===== src/rtl/mips_cpu_bus_arbiter.sv =====
`default_nettype none
// ============================================================================
//  Module      : mips_cpu_bus_arbiter
//  Description : Shares one Avalon-style memory bus between the CPU
//                instruction-fetch port (i_*) and load/store port (d_*).
//                Grants are registered in a small FSM. The granted port is
//                passed through to the bus combinationally. A starvation
//                counter stops data priority from locking out fetch.
//  Ports       : clk, reset       - clock, synchronous active-high reset
//                i_*              - fetch port (address, read, waitrequest, readdata)
//                d_*              - load/store port (address, read, write,
//                                   writedata, byteenable, waitrequest, readdata)
//                address .. readdata - RAM-side Avalon bus
//  Revision    : 1.0 - initial release
// ============================================================================
module mips_cpu_bus_arbiter #(
    parameter int PRIORITY_DATA = 1,
    parameter int STARVE_LIMIT  = 4
) (
    input  logic        clk,
    input  logic        reset,
    // fetch port
    input  logic [31:0] i_address,
    input  logic        i_read,
    output logic        i_waitrequest,
    output logic [31:0] i_readdata,
    // load/store port
    input  logic [31:0] d_address,
    input  logic        d_read,
    input  logic        d_write,
    input  logic [31:0] d_writedata,
    input  logic [3:0]  d_byteenable,
    output logic        d_waitrequest,
    output logic [31:0] d_readdata,
    // RAM bus
    output logic [31:0] address,
    output logic        read,
    output logic        write,
    output logic [31:0] writedata,
    output logic [3:0]  byteenable,
    input  logic        waitrequest,
    input  logic [31:0] readdata
);

    localparam logic [1:0] S_IDLE  = 2'd0;
    localparam logic [1:0] S_GNT_I = 2'd1;
    localparam logic [1:0] S_GNT_D = 2'd2;

    localparam logic [3:0] C_STARVE_LIMIT = STARVE_LIMIT[3:0];

    logic [1:0] r_state;
    logic [1:0] w_state_next;
    logic       r_last_grant_d;   // 1: most recent completed transfer was D
    logic [3:0] r_starve_cnt;

    logic       w_req_i;
    logic       w_req_d;
    logic       w_done_i;
    logic       w_done_d;
    logic       w_grant_i;

    assign w_req_i = i_read;
    assign w_req_d = d_read | d_write;

    // Read data is broadcast; only the granted port qualifies it.
    assign i_readdata = readdata;
    assign d_readdata = readdata;

    assign w_grant_i = (r_state == S_IDLE) && (w_state_next == S_GNT_I);

    always_ff @(posedge clk) begin
        if (reset) begin
            r_state        <= S_IDLE;
            r_last_grant_d <= 1'b1;
            r_starve_cnt   <= 4'd0;
        end else begin
            r_state <= w_state_next;

            if (w_done_i) begin
                r_last_grant_d <= 1'b0;
            end else if (w_done_d) begin
                r_last_grant_d <= 1'b1;
            end

            if (w_grant_i) begin
                r_starve_cnt <= 4'd0;
            end else if (w_done_d) begin
                if (!w_req_i) begin
                    r_starve_cnt <= 4'd0;
                end else if (r_starve_cnt != C_STARVE_LIMIT) begin
                    r_starve_cnt <= r_starve_cnt + 4'd1;
                end
            end
        end
    end

    always_comb begin
        w_state_next  = r_state;
        w_done_i      = 1'b0;
        w_done_d      = 1'b0;
        address       = 32'd0;
        read          = 1'b0;
        write         = 1'b0;
        writedata     = 32'd0;
        byteenable    = 4'd0;
        i_waitrequest = 1'b1;
        d_waitrequest = 1'b1;

        case (r_state)
            S_IDLE: begin
                if (w_req_i && w_req_d) begin
                    if (PRIORITY_DATA != 0) begin
                        w_state_next = (r_starve_cnt == C_STARVE_LIMIT) ? S_GNT_I : S_GNT_D;
                    end else begin
                        w_state_next = r_last_grant_d ? S_GNT_I : S_GNT_D;
                    end
                end else if (w_req_i) begin
                    w_state_next = S_GNT_I;
                end else if (w_req_d) begin
                    w_state_next = S_GNT_D;
                end
            end

            S_GNT_I: begin
                // Fetch is always a full-word read.
                address       = i_address;
                read          = i_read;
                byteenable    = 4'hF;
                i_waitrequest = waitrequest;
                w_done_i      = i_read && !waitrequest;
                // Completion or an abandoned request both return to IDLE.
                if (w_done_i || !i_read) begin
                    w_state_next = S_IDLE;
                end
            end

            S_GNT_D: begin
                address       = d_address;
                // A simultaneous read+write from the core forwards the write only.
                read          = d_read & ~d_write;
                write         = d_write;
                writedata     = d_writedata;
                byteenable    = d_byteenable;
                d_waitrequest = waitrequest;
                w_done_d      = w_req_d && !waitrequest;
                if (w_done_d || !w_req_d) begin
                    w_state_next = S_IDLE;
                end
            end

            default: begin
                w_state_next = S_IDLE;
            end
        endcase
    end

endmodule
`default_nettype wire


===== config.mk =====
export PLATFORM = sky130hd
export DESIGN_NAME = mips_cpu_bus_arbiter
export DESIGN_NICKNAME = d
export VERILOG_FILES = /design/src/rtl/mips_cpu_bus_arbiter.sv
export SDC_FILE = /design/constraint.sdc
export NUM_CORES = 1
export LEC_CHECK = 0
export ABC_AREA = 1
export CAP_MARGIN = 0
export CORE_AREA = 2 2 106 108
export DETAILED_ROUTE_END_ITERATION = 10
export DIE_AREA = 0 0 108 110
export GPL_TIMING_DRIVEN = 0
export PLACE_DENSITY = 0.61
export SYNTH_ARGS = -nofsm -noshare
export SYNTH_HDL_FRONTEND = slang
export SYNTH_SLANG_ARGS = --single-unit

===== constraint.sdc =====
create_clock -name clk -period 1.3 [get_ports clk]
set_input_delay 0.195 -clock clk [delete_from_list [all_inputs] [get_ports clk]]
set_output_delay 0.195 -clock clk [all_outputs]
set_load 0.01 [all_outputs]

# Word level (Yosys, flattened, before mapping)
# Cells that the tools add are included.
[op_classes]
mux = 17
addsub = 1
eq_ne = 6
reduce_logical = 12
bitwise_logic = 3
[ops]
columns = ["operator", "count"]
rows = [
  ["case mux 32 bit (2 select lines)", 1],
  ["2-to-1 mux 32 bit", 1],
  ["2-to-1 mux 2 bit", 6],
  ["2-to-1 mux 4 bit", 2],
  ["case mux 4 bit (2 select lines)", 1],
  ["case mux 2 bit (3 select lines)", 1],
  ["adder 4 x 1 -> 4 bit (second input constant)", 1],
  ["== test 2 x 1 -> 1 bit (second input constant)", 2],
  ["== test 4 x 3 -> 1 bit (second input constant)", 1],
  ["logical AND 1 bit", 4],
  ["2-to-1 mux 1 bit", 4],
  ["inequality test 4 x 3 -> 1 bit (second input constant)", 1],
  ["logical NOT 1 bit", 3],
  ["== test 2 bit (second input constant)", 1],
  ["logical NOT 2 bit", 1],
  ["logical OR 1 bit", 2],
  ["inequality test 2 x 1 -> 1 bit (second input constant)", 1],
  ["case mux 1 bit (2 select lines)", 1],
  ["AND reduction 2 bit", 1],
  ["OR reduction 2 bit", 1],
  ["bitwise AND 1 bit", 1],
  ["inverter 1 bit", 1],
  ["bitwise OR 1 bit", 1],
]
[totals]
reg_bits = 6

# Longest topological paths before layout
# Gate-level depths: netlist of run 1.
[logic_depth]
ltp_word = 8
depth_mapped = 11

# Worst setup path before layout of run 1
# Ideal clock, no wire load.
[synth_path]
kind = "reg-to-output"
start = "register r_state[0]"
end = "output read"
arrival_ns = 1.246
n_path_buf = 1
path_slack_ns = -0.141
path_stages_with_launch = 6
cell_sequence = "dfxtp_1 > inv_1 > ha_1 > inv_2 > buf_1 > nor2_1"
[synth_via]
elab_chain_cells = 2
word_cells_on_any_way = 3
cone_classes = "eq/ne: 2; mux: 1"
[synth_rtl]
columns = ["element", "line_no", "rtl"]
rows = [
  ["start, declared", "51", "logic [1:0] r_state;"],
  ["start signal, assigned", "77", "r_state <= w_state_next;"],
  ["== test 2 bit or == test 2 x 1 -> 1 bit (tied branches)", "109", "case (r_state)"],
  ["case mux 1 bit (2 select lines) *", "109", ""],
  ["end, declared", "37", "output logic read,"],
]
# Every way passes the cells marked *; elsewhere a longest branch is shown, timed or not.

# Worst setup path in the final report of run 1
[layout_path]
start = "register r_state[1]"
end = "output address[17]"
[layout_via]
elab_chain_cells = 2
word_cells_on_any_way = 3
cone_classes = "eq/ne: 2; mux: 1"
[layout_rtl]
columns = ["element", "line_no", "rtl"]
rows = [
  ["== test 2 bit or == test 2 x 1 -> 1 bit (tied branches)", "109", ""],
  ["case mux 32 bit (2 select lines) *", "109", ""],
  ["end, declared", "36", "output logic [31:0] address,"],
]
# Marked as above.

==> reports/qor.yml, run 1 <==
run_status:
  status: "finished, violations left"
  violations: "setup timing"
sta:
  relSlewSlack: 0.805
  rsz0062_at_grt: "true"
  tightest_slew_ns: 0.293
  fin_crit_ns: 1.69
  slew_violations: 0
  fin_skew_ns: 0.00255
  worst_slack_ns: -0.395
  finalHoldViolCount: 0
  min_period_over_period: 1.30
  fmaxAchievable_mhz: 590
  fin_worst_hold_slack_ns: 0.502
  report.final.setup_viol: 78
cells_and_area:
  n_antenna_cell: 0
  nets: 743
  final_core_util: 0.489
  final_area_mm2: 0.00523
  areaGrowthSynthToFinish_pct: 199
  layout-drive-gt1-share: 0.539
place:
  io_buffers: 241
  gp_congestion: 0.756
  postPlaceCellArea_mm2: 0.00441
  dp_hpwl_um: 7560
  place_ws_ns: -0.681
power_and_ir_drop:
  powerDensity_mw_per_mm2: 471
  p_int_w: 0.00158
  clockPowerShare: 0.115
  peakVddDrop_v: 0.000508
  power_switching_w: 0.000884
  power_frac_comb: 0.804
  seq_power_share: 0.081
  p_sw_frac: 0.358
  p_leak_nw: 2.55
clock_tree:
  insertion_delay_ns: 0.22
  clkTransAtPathRegs_ns: 0.04
  cts-root-buf: "clkbuf_8"
  cts_tree: "done"
  clock_sinks: 6
  h-tree-depth: 1
  numCtsBuffers: 3
  ctsLongestPathBuffers: 2
floorplan:
  io_pins: 274
  fp-row-count: 38
  die-area_mm2: 0.0119
  die_w_um: 108
  design.core.area_mm2: 0.0107
  die_y_um: 110
  initial_utilization: 0.164
worst_setup_path:
  slowest_stage: "dfxtp_4"
  cp_max_fo: 7
  crit_chain: "inv_4 > ha_4 > inv_8 > buf_12 > buf_16 > a21oi_2 > buf_2"
  worst-setup-path-type: "flip-flop to primary output"
  start_kind: "flip-flop"
  arrival_ns: 1.50
  r2r_slack_ns: -0.24
  cp_slowest_stage_delay_ns: 0.37
  worst_setup_path_end_kind: "primary output"
  cp_data_required_time_ns: 1.11
synthesis:
  ys_seq_area_frac: 0.0686
  synth.area.top_cells: "buf_4 (28%), nand2_1 (26%), a21oi_1 (11%)"
  yosysTopAreaCellShare: 0.279
  yosysTopAreaCell: "buf_4"
  synth_seq_cells: 6
  synth_warnings: 0
  synth_cells: 325
  syn_area_mm2: 0.00175
  yosysUniqueCellTypes: 23
  syn_area_per_cell_um2: 5.39
  syn_nets: 469
drt:
  ant_nets: 0
  firstDrtPassIters: 4
  initialDrtViolationCount: 93
  vias: 2931
  drt-total-wl_um: 10200
  avgRoutedWirePerCell_um: 13.8
  drc: 0
  viasPerCell: 3.98
worst_hold_path:
  hold_class: "primary input to flip-flop"
grt:
  grt_first_pass_wirelength_um: 14000
  first_global_vias: 2721
  grt_max_degree: 11
  grt_antenna_before_repair: 0
  grt_usage: 0.146
  overflow: 0
run:
  cap_violations: 0
cell families (layout without fill, tap and decap cells):
logic type      after synthesis  in the layout  share of synthesized area
fa+ha+maj                     6              6                     0.0429
flops                         6              6                     0.0686
simple gates                144            144                      0.344
buf+inv                     126            398                      0.416
xor+xnor                      1              1                    0.00500
compound gates               42             42                      0.123
cell usage after synthesis, drive strengths merged:
master	number
buf	78
o21a	1
o21ai	3
clkbuf	1
nor2	12
a21oi	37
xnor2	1
nor3	1
nand2	124
ha	6
inv	47
dfxtp	6
nand3	7
o21bai	1
power groups by stage:
stage / Clock (W) / Sequential [W] / Combinational [W]
2_1_floorplan: 0 / 0.000201 / 0.000601
3_5_place_dp: 0 / 0.000203 / 0.00146
5_1_grt: 0.000299 / 0.000201 / 0.00211
6_report: 0.000283 / 0.000200 / 0.00198
3_3_place_gp: 0 / 0.000202 / 0.00145
4_1_cts: 0.000285 / 0.000200 / 0.00178
per-layer routing:
metal,GRT usage,vias up,share of wire
li1,-,1454,-
met1,0.154,1342,0.34
met2,0.301,127,0.58
met3,0.0247,8,0.073
met4,0.0311,0,0.0090
met5,0,-,0
placed cells by master (no fill, tap or decap), types with 15 or more instances in the layout:
cell               n
buf_8             15
nand2_1           61
buf_4             71
clkdlybuf4s50_1  168
a21oi_2           35
inv_1             22
nand2_4           26
buf_2             41
nand2_2           37
buf_6             42
inv_2             22
critical path, delay by kind of cell, from the launching register on:
family / cells / cell delay [ns]
AOI/OAI and AO/OA: 1 / 0.09
adders and majority gates: 1 / 0.28
buffers and inverters: 5 / 0.52
DFF: 1 / 0.37
cell type report:
class,count,area [um2]
Timing Repair Buffer,271,2670
Inverter,47,189
Fill cell,1064,5470
Buffer,77,668
Tap cell,140,175
Multi-Input combinational cell,193,1360
Sequential cell,6,129
Clock buffer,3,41.3
final timing paths:
kind | from | end | cells past startpoint
worst max-delay path | r_state[1] | address[17] | 7
worst min-delay path | i_read | r_starve_cnt[1] | 5
worst max register to register | r_state[1] | r_starve_cnt[0] | 12
worst min register to register | r_starve_cnt[3] | r_starve_cnt[3] | 3
state kept, by name, indices dropped and copies added (netlist names):
name and flops:
r_state 2, r_starve_cnt 4
per-stage QoR:
step | TNS, ns | instances | total power [W]
2_1_floorplan | -0.437 | 325 | 0.000802
3_3_place_gp | -44.45 | 706 | 0.00166
3_5_place_dp | -45.74 | 706 | 0.00167
4_1_cts | -25.38 | 736 | 0.00226
5_1_grt | -27.45 | 737 | 0.00261
6_report | -22.55 | 737 | 0.00247
what timing repair did:
item                                    CTS  global route
hold buffers                              0             0
endpoints found under the setup margin   76            78
pin swaps                                11            20
setup buffers                            17             4
gates cloned                             10             1
resized for setup                       405           123
Note: power is estimated with default switching activity, not from simulation.
==> run 2: changes to the inputs <==
CORE_AREA = 5 5 104 106   (was 2 2 106 108)
DIE_AREA = 0 0 109 111   (was 0 0 108 110)
PLACE_DENSITY = 0.64   (was 0.61)
clock period = 1.95 ns   (was 1.3 ns; I/O delays follow)
==> run 2 against run 1 <==
Net effect:
- the flow now finishes without violations
- power is 49% lower
- via count is 7.0% lower
- count of clock-buffer cells in the layout stayed put
- combinational power is 52% lower
- clock skew is 0.0013 ns lower
- routed wire length is 0.60% lower
- hold slack better by 0.070 ns
- sequential share of layout area is 0.52 points higher
- sequential power is 34% lower
- first-iteration DRC count is 28% higher
- sequential cell count stayed put
- final cell count is 4.3% lower
- critical path type unchanged
- largest cell class unchanged
- largest power group unchanged
==> reports/qor.yml, run 2 (same netlist as run 1, synthesis figures left out) <==
run_status:
  status: "finished clean"
drt:
  avgRoutedWirePerCell_um: 14.3  # +3.9%
  drc: 0  # unchanged
  vias: 2725  # -7.0%
  firstDrtPassIters: 4  # unchanged
  ant_nets: 0  # unchanged
  viasPerCell: 3.87  # -2.8%
  initialDrtViolationCount: 119  # +28%
  drt-total-wl_um: 10100  # -0.60%
worst_setup_path:
  r2r_start: "r_state[0]"
  r2r_slack_ns: 0.36  # +0.60 ns
  cp_data_required_time_ns: 1.66  # +0.55 ns
  worst_setup_path_end_kind: "primary output"
  start_kind: "flip-flop"
  worst-setup-path-type: "flip-flop to primary output"
  reg2reg_depth: 12  # unchanged
  r2r_end: "r_starve_cnt[2]"
  cp_max_fo: 10  # +3
  arrival_ns: 1.61  # +0.11 ns
cells_and_area:
  final_core_util: 0.441  # -0.0478
  top_regs: "r_starve_cnt: 4 flops, r_state: 2 flops"
  final.fill_count: 1038  # -2.4%
  areaGrowthSynthToFinish_pct: 144
  layout_commonest_cell: "clkdlybuf4s50_1"
  largest_reg_flops: 4  # unchanged
  nets: 718  # -3.4%
  final_cell_mix: "clkdlybuf4s50_1 (169), nand2_1 (117), buf_4 (67)"
  regMostFlops: "r_starve_cnt"
  n_antenna_cell: 0  # unchanged
  layout-drive-gt1-share: 0.266  # -0.274
clock_tree:
  cts-root-buf: "clkbuf_8"
  cts_tree: "done"
  clkTransAtPathRegs_ns: 0.04  # about the same
  clock_sinks: 6  # unchanged
  h-tree-depth: 1  # unchanged
  numCtsBuffers: 3  # unchanged
  hold_buffers: 0  # unchanged
  insertion_delay_ns: 0.22  # about the same
  ctsLongestPathBuffers: 2  # unchanged
place:
  io_buffers: 241  # unchanged
  dp_hpwl_um: 8880  # +17%
  gp_congestion: 0.808  # +6.9%
  place_ws_ns: -0.494  # +0.187 ns
worst_hold_path:
  min_to: "r_starve_cnt[2]"
  hold_depth: 2  # -3
  worst_hold_startpoint: "r_starve_cnt[2]"
  hold_class: "flip-flop to flip-flop"
floorplan:
  fp-row-count: 36  # -5.3%
  die-area_mm2: 0.0121  # +1.8%
  design.core.area_mm2: 0.00968  # -9.5%
  die_w_um: 109  # +0.93%
  initial_utilization: 0.181  # +0.0171
  die_y_um: 111  # +0.91%
  io_pins: 274  # unchanged
power_and_ir_drop:
  p_leak_nw: 2.16  # -15%
  p_int_w: 0.000825  # -48%
  powerDensity_mw_per_mm2: 296  # -37%
  p_sw_frac: 0.347  # -0.0113
  peakVddDrop_v: 0.000284  # -44%
  seq_power_share: 0.105  # +0.024
  power_frac_comb: 0.749  # -0.055
  clockPowerShare: 0.147  # +0.032
  power_switching_w: 0.000438  # -50%
grt:
  grt_max_degree: 11  # unchanged
  first_global_vias: 2658  # -2.3%
  grt_usage: 0.155  # +0.00895
  overflow: 0  # unchanged
  grt_antenna_before_repair: 0  # unchanged
  grt_first_pass_wirelength_um: 15000  # +7.6%
sta:
  relSlewSlack: 0.841  # +0.0363
  fin_skew_ns: 0.00124  # -0.00131 ns
  rsz0062_at_grt: "true"
  min_period_over_period: 0.975
  fin_crit_ns: 1.90
  worst_slack_ns: 0.0480  # +0.443 ns
  report.final.setup_viol: 0  # -100%
  finalHoldViolCount: 0  # unchanged
  fmaxAchievable_mhz: 526
  tightest_slew_ns: 0.238  # -0.0547 ns
  fin_worst_hold_slack_ns: 0.572  # +0.0696 ns
  slew_violations: 0  # unchanged
run:
  cap_violations: 0  # unchanged
-- run 2: changes by cell type in the layout (fill, tap and decap cells not counted), moves of 32 or more --
cell / delta
nand2_1: +56
clkbuf_2: +44
buf_2: -38
a21oi_1: +34
a21oi_2: -34
buf_6: -33
nand2_2: -32
-- run 2: how the worst max path moves through the flow --
stage	end	cells after the start	startpoint
2_1_floorplan	read	5	r_state[0]
3_3_place_gp	address[10]	6	r_state[0]
3_5_place_dp	address[10]	6	r_state[0]
4_1_cts	writedata[22]	8	r_state[0]
5_1_grt	byteenable[3]	6	r_state[0]
6_report	byteenable[1]	6	r_state[0]
-- run 2: layout make-up --
type,count,area (um2),area share
timing repair buffer,244,2180,0.510
multi-input combinational,193,911,0.213
inverter,47,179,0.0419
sequential,6,128,0.0299
tap,133,166,0.0389
clock buffer,3,41.3,0.00966
buffer,79,671,0.157
-- run 2: repair_timing --
item                                    CTS  global route
setup buffers                             2             1
pin swaps                                 0             1
endpoints found under the setup margin   72            56
resized for setup                       125            97
-- run 2: critical path, cell delays in order, from the launching register on --
cell and delay [ns]:
dfxtp_4 0.36, inv_1 0.06, ha_1 0.32, inv_4 0.08, buf_8 0.15, a21oi_1 0.11
dlygate4sd2_1 0.31
-- run 2: power by group through the flow --
stage                     logic, W  registers (W)  clock network [W]
after floorplan           0.000379       0.000133                  0
after global placement    0.000948       0.000134                  0
after detailed placement  0.000959       0.000135                  0
after CTS                 0.000958       0.000133           0.000193
after global routing       0.00103       0.000133           0.000203
final                     0.000946       0.000132           0.000185
-- run 2: metal layers --
metal	GRT usage	vias up	wire [um]
li1	-	1400	-
met1	0.166	1196	3500
met2	0.303	116	5470
met3	0.0332	13	943
met4	0.0328	0	174
met5	0	-	0
-- run 2: metrics by stage --
stage	power [W]	std cells	setup TNS, ns	cell area (um2)
floorplan	0.000512	325	0	1750
global placement	0.00108	699	-16.90	4330
detailed placement	0.00109	699	-18.76	4330
CTS	0.00128	704	-0.00390	4410
global route	0.00136	705	-0.0890	4270
finish	0.00126	705	0	4270
